**config.mk**
```make
export PLATFORM = sky130hd
export DESIGN_NAME = sysid_probe_master
export DESIGN_NICKNAME = d
export VERILOG_FILES = /design/src/rtl/sysid_probe_master.sv
export SDC_FILE = /design/constraint.sdc
export NUM_CORES = 1
export LEC_CHECK = 0
export ABC_AREA = 1
export BUFFER_PORTS_ARGS = -buffer_cell sky130_fd_sc_hd__buf_2
export CAP_MARGIN = 20
export CORE_MARGIN = 2
export CORE_UTILIZATION = 51
export CTS_BUF_LIST = sky130_fd_sc_hd__clkbuf_8 sky130_fd_sc_hd__clkbuf_16
export DETAILED_ROUTE_END_ITERATION = 8
export PLACE_DENSITY = 0.79
export SLEW_MARGIN = 20
export SYNTH_ARGS = -nofsm -noshare
export SYNTH_HDL_FRONTEND = slang
export SYNTH_SLANG_ARGS = --single-unit
```
**constraint.sdc**
```tcl
create_clock -name clock -period 3.2 [get_ports clock]
set_input_delay 0.64 -clock clock [delete_from_list [all_inputs] [get_ports clock]]
set_output_delay 0.64 -clock clock [all_outputs]
set_load 0.05 [all_outputs]
```
**src/rtl/sysid_probe_master.sv**
```systemverilog
// Avalon-MM read master that fetches the system ID word (address 0) and the
// build timestamp word (address 1), compares each against build-time
// constants, and reports pass / fail / timeout to the fabric.
module sysid_probe_master #(
  parameter logic [31:0] EXPECTED_ID        = 32'h0000_0000,
  parameter logic [31:0] EXPECTED_TIMESTAMP = 32'd1498255003,
  parameter int          TIMEOUT_CYCLES     = 1024,
  parameter int          TIMER_W            = 11
) (
  input  logic        clock,
  input  logic        reset,
  input  logic        start,
  output logic        avm_address,
  output logic        avm_read,
  input  logic        avm_waitrequest,
  input  logic [31:0] avm_readdata,
  input  logic        avm_readdatavalid,
  output logic        busy,
  output logic        done,
  output logic        id_ok,
  output logic        ts_ok,
  output logic        timed_out,
  output logic [31:0] id_value,
  output logic [31:0] ts_value
);

  typedef enum logic [2:0] {
    IDLE,
    CMD_ID,
    RSP_ID,
    CMD_TS,
    RSP_TS,
    FINISH
  } state_t;

  // Last timer value a transaction may use before it is abandoned.
  localparam logic [TIMER_W-1:0] TIMER_LAST = TIMER_W'(TIMEOUT_CYCLES - 1);

  state_t             state;
  state_t             state_next;
  logic [TIMER_W-1:0] timer;
  logic               timer_expired;
  logic               capture_id;
  logic               capture_ts;
  logic               timeout_hit;
  logic               clear_flags;
  logic               in_phase;
  logic               entering_cmd;

  assign timer_expired = (timer == TIMER_LAST);
  assign in_phase      = (state == CMD_ID) || (state == RSP_ID) ||
                         (state == CMD_TS) || (state == RSP_TS);
  assign entering_cmd  = ((state_next == CMD_ID) || (state_next == CMD_TS)) &&
                         (state_next != state);

  // State register; reset returns to IDLE immediately.
  always_ff @(posedge clock or posedge reset) begin
    if (reset) begin
      state <= IDLE;
    end else begin
      state <= state_next;
    end
  end

  // Next-state decode; a response seen in the timeout cycle takes priority.
  always_comb begin
    state_next  = state;
    capture_id  = 1'b0;
    capture_ts  = 1'b0;
    timeout_hit = 1'b0;
    clear_flags = 1'b0;
    case (state)
      IDLE: begin
        if (start) begin
          state_next  = CMD_ID;
          clear_flags = 1'b1;
        end
      end
      CMD_ID: begin
        if (!avm_waitrequest && avm_readdatavalid) begin
          capture_id = 1'b1;
          state_next = CMD_TS;
        end else if (timer_expired) begin
          timeout_hit = 1'b1;
          state_next  = FINISH;
        end else if (!avm_waitrequest) begin
          state_next = RSP_ID;
        end
      end
      RSP_ID: begin
        if (avm_readdatavalid) begin
          capture_id = 1'b1;
          state_next = CMD_TS;
        end else if (timer_expired) begin
          timeout_hit = 1'b1;
          state_next  = FINISH;
        end
      end
      CMD_TS: begin
        if (!avm_waitrequest && avm_readdatavalid) begin
          capture_ts = 1'b1;
          state_next = FINISH;
        end else if (timer_expired) begin
          timeout_hit = 1'b1;
          state_next  = FINISH;
        end else if (!avm_waitrequest) begin
          state_next = RSP_TS;
        end
      end
      RSP_TS: begin
        if (avm_readdatavalid) begin
          capture_ts = 1'b1;
          state_next = FINISH;
        end else if (timer_expired) begin
          timeout_hit = 1'b1;
          state_next  = FINISH;
        end
      end
      FINISH: begin
        state_next = IDLE;
      end
      default: begin
        state_next = IDLE;
      end
    endcase
  end

  // Per-transaction timer: restarts on each new command, counts while a read is open.
  always_ff @(posedge clock or posedge reset) begin
    if (reset) begin
      timer <= '0;
    end else if (entering_cmd) begin
      timer <= '0;
    end else if (in_phase) begin
      timer <= timer + 1'b1;
    end else begin
      timer <= '0;
    end
  end

  // Bus and status outputs are registered from the upcoming state.
  always_ff @(posedge clock or posedge reset) begin
    if (reset) begin
      avm_read    <= 1'b0;
      avm_address <= 1'b0;
      busy        <= 1'b0;
      done        <= 1'b0;
    end else begin
      avm_read    <= (state_next == CMD_ID) || (state_next == CMD_TS);
      avm_address <= (state_next == CMD_TS) || (state_next == RSP_TS);
      busy        <= (state_next == CMD_ID) || (state_next == RSP_ID) ||
                     (state_next == CMD_TS) || (state_next == RSP_TS);
      done        <= (state_next == FINISH);
    end
  end

  // Result capture; values persist until overwritten, flags clear on each start.
  always_ff @(posedge clock or posedge reset) begin
    if (reset) begin
      id_ok     <= 1'b0;
      ts_ok     <= 1'b0;
      timed_out <= 1'b0;
      id_value  <= '0;
      ts_value  <= '0;
    end else begin
      if (clear_flags) begin
        id_ok     <= 1'b0;
        ts_ok     <= 1'b0;
        timed_out <= 1'b0;
      end
      if (capture_id) begin
        id_value <= avm_readdata;
        id_ok    <= (avm_readdata == EXPECTED_ID);
      end
      if (capture_ts) begin
        ts_value <= avm_readdata;
        ts_ok    <= (avm_readdata == EXPECTED_TIMESTAMP);
      end
      if (timeout_hit) begin
        timed_out <= 1'b1;
      end
    end
  end

endmodule

```
==> metrics <==
result of the run complete, no violations; Synth cell types 33; WL/cell 13.68 microns; cells after synthesis 386; multi-input logic area 1214 sq um; crit path kind register to register; number of CTS-inserted buffers 9; largest net degree at the start of global routing 48; Worst path max stage delay 450 ps; YS warnings 0; Slowest cell on crit path dfrtp_1; Flop pwr share 33.2%; Initial Util 52.89%; gr usage total 22.02%; Syn Nets 424; WP buf/inv 2; endpoint class of the critical path register; Worst-Skew Late Latency 360 ps; # DRC 0; cell family contributing the most delay on the critical path simple AND/OR/NAND/NOR gates; Max VDD drop 0.0006802 V; max frequency 0.5296 GHz; FF+latch area 2127 sq um; area of the core 6794 sq um; vias 3018; die area 7733 sq um; postcts setup bufs 0; worst reg2reg endpoint ts_value[12]; n_diodes 0; Sw Ratio 53.67%; number of max-cap violations 0; FF-to-FF Start state[0]; Rows 30; Seq/Total Area, Yosys 59.19%; Slew Viols, Final 0; Startpoint Class register; initial antenna violation count 0; Layout area overhead 22.56%; Worst Path Required 3480 ps; vias in the first global route 2775; net switching power 2.850 mW; most frequent CP cell nand2_1; 1st-pass router iterations 5; GRT Residual Overflow 0; final setup violation count 0; clock tree buffer depth 2; number of DRC markers after the initial detailed-route iteration 145; r2r worst-path depth 8; maximum fanout along the worst path 26; nets@finish 532; clock power share 13.7%; Mapped Area 3593 sq um; # IOs 108; vias per inst 5.072; Pleak 2.261 nW; cts-stage hold buffer count 0; crit share post-route 59.00%; Core Util, Final 64.83%; first-pass GRT wire length 13.10 mm; CTS Sinks 85; die span in y 87.94 microns; post-CTS sizing 0; worst slew pin tran 687.1 ps; fin crit period 1888 ps; Mean Syn Cell Area 9.309 sq um; TNS Setup 0 ps; Buffers on Ports 107; most common cell after layout, fill and taps aside buf_2; Final ANT Viol Nets 0; RSZ-0062 raised after global routing no; pwr dens 1206 nW/um^2; Worst Skew 10.12 ps; htree depth 3; CTS tree done; Comb power frac 53.1%; Seq cells post-synth 85; Clk pin slew, worst setup/hold paths 80 ps; chain of cells forming the critical path inv_2 -> nand2_1 -> nor2_2 -> nand2_1 -> nand2_2 -> buf_4 -> nor2_1 -> a21oi_1; Final Wtd Congestion 0.9019; Total Wirelength 8.137 mm; Fillers 562; HP Class input port to async pin; cell-internal power 2.460 mW; commonest cells after routing, fill and taps aside 107 x buf_2, 85 x dfrtp_1, 63 x nand2_1, 47 x nor2_1, 41 x inv_1; r2r setup slk 1310 ps; layout cells sized above 1 30.46%; DP HPWL 5.990 mm; crit path DAT 2160 ps; max_slew headroom 54.14%; clock root buffer clkbuf_8; die width 87.94 microns; Hold Fails Final Rpt 0
synthesized netlist by cell type:
| cell | count | area share (%) |
|---|---|---|
| o221ai_1 | 1 | 0.24 |
| nor3_1 | 6 | 0.84 |
| buf_4 | 4 | 0.84 |
| o21ai_1 | 2 | 0.28 |
| a21oi_1 | 36 | 5.0 |
| nor4_2 | 1 | 0.35 |
| nor2_2 | 5 | 0.87 |
| buf_2 | 6 | 0.84 |
| xnor2_1 | 1 | 0.24 |
| o22ai_1 | 1 | 0.17 |
| nand2_1 | 64 | 6.7 |
| a211oi_1 | 1 | 0.21 |
| o21ai_0 | 35 | 4.9 |
| nor4_1 | 9 | 1.6 |
| o21ai_2 | 1 | 0.24 |
| a31oi_1 | 1 | 0.17 |
| nand4_1 | 7 | 1.2 |
| inv_2 | 4 | 0.42 |
| nor4b_1 | 1 | 0.24 |
| nand3_1 | 8 | 1.1 |
| nand3_2 | 2 | 0.56 |
| a211oi_2 | 2 | 0.70 |
| dfrtp_1 | 85 | 59 |
| inv_1 | 42 | 4.4 |
| nor4_4 | 1 | 0.59 |
| nand2_2 | 2 | 0.35 |
| nor2_1 | 47 | 4.9 |
| nor3_4 | 1 | 0.45 |
| buf_6 | 1 | 0.31 |
| nand3b_1 | 1 | 0.21 |
| mux2_2 | 4 | 1.3 |
| ha_1 | 1 | 0.35 |
| clkbuf_1 | 3 | 0.31 |
power by group through the flow:
stage / Sequential, mW / Clock (mW) / Combinational (mW)
after floorplan: 3.21 / 0 / 0.760
after global placement: 1.77 / 0 / 2.79
after detailed placement: 1.77 / 0 / 2.83
after CTS: 1.76 / 0.742 / 2.84
after global routing: 1.81 / 0.786 / 3.02
final: 1.76 / 0.728 / 2.82
worst max path at each step:
stage | startpoint | endpoint | slack, ps | cells past startpoint
after floorplan | reset | avm_address | 370 | 1
after global placement | avm_readdatavalid | ts_value[12] | 1220 | 8
after detailed placement | avm_readdatavalid | ts_value[12] | 1160 | 8
after CTS | state[0] | ts_value[12] | 1320 | 8
after global routing | state[0] | ts_value[20] | 1120 | 8
final | state[0] | ts_value[12] | 1310 | 8
routing by layer:
metal	vias to the layer above	GRT usage [%]	routed length (microns)
met2	114	32.44	3758
met1	1413	31.50	3647
met5	-	0	0
li1	1476	-	-
met4	0	10.35	243
met3	15	4.524	488
cell families (layout without fill, tap and decap cells):
logic type      after synthesis  in the layout  share of synthesized area, %
buf+inv                      60            173                         7.103
flops                        85             85                         59.19
xor+xnor                      1              1                        0.2438
compound gates               80             80                         11.91
fa+ha+maj                     1              1                        0.3481
simple gates                155            155                         19.95
mux                           4              4                         1.253
state kept, by name, indices dropped and copies added, names as in the netlist:
register / flops
busy: 1
ts_ok: 1
state: 3
ts_value: 32
done: 1
avm_address: 1
id_ok: 1
timed_out: 1
avm_read: 1
id_value: 32
timer: 11
stage by stage:
| stage | setup slack [ps] | power, mW | cell area [sq um] | hold slack (ps) | std cells |
|---|---|---|---|---|---|
| finish | 1312 | 5.310 | 4404 | 360.8 | 595 |
| global route | 1123 | 5.618 | 4404 | 423.0 | 595 |
| CTS | 1315 | 5.339 | 4404 | 381.8 | 595 |
| detailed placement | 1160 | 4.607 | 4213 | 467.5 | 579 |
| global placement | 1222 | 4.559 | 4213 | 460.5 | 579 |
| floorplan | 366.5 | 3.969 | 3593 | 440.8 | 386 |
area by class of cell:
| type | instances | share of cell area (%) |
|---|---|---|
| flip-flops and latches | 85 | 48.30 |
| multi-input cells | 241 | 27.56 |
| repair buffers | 111 | 13.13 |
| inverters | 46 | 3.949 |
| clock buffers | 11 | 3.437 |
| well taps | 96 | 2.727 |
| clock inverters | 5 | 0.9091 |
No activity file was read; power rests on OpenSTA's default activity.
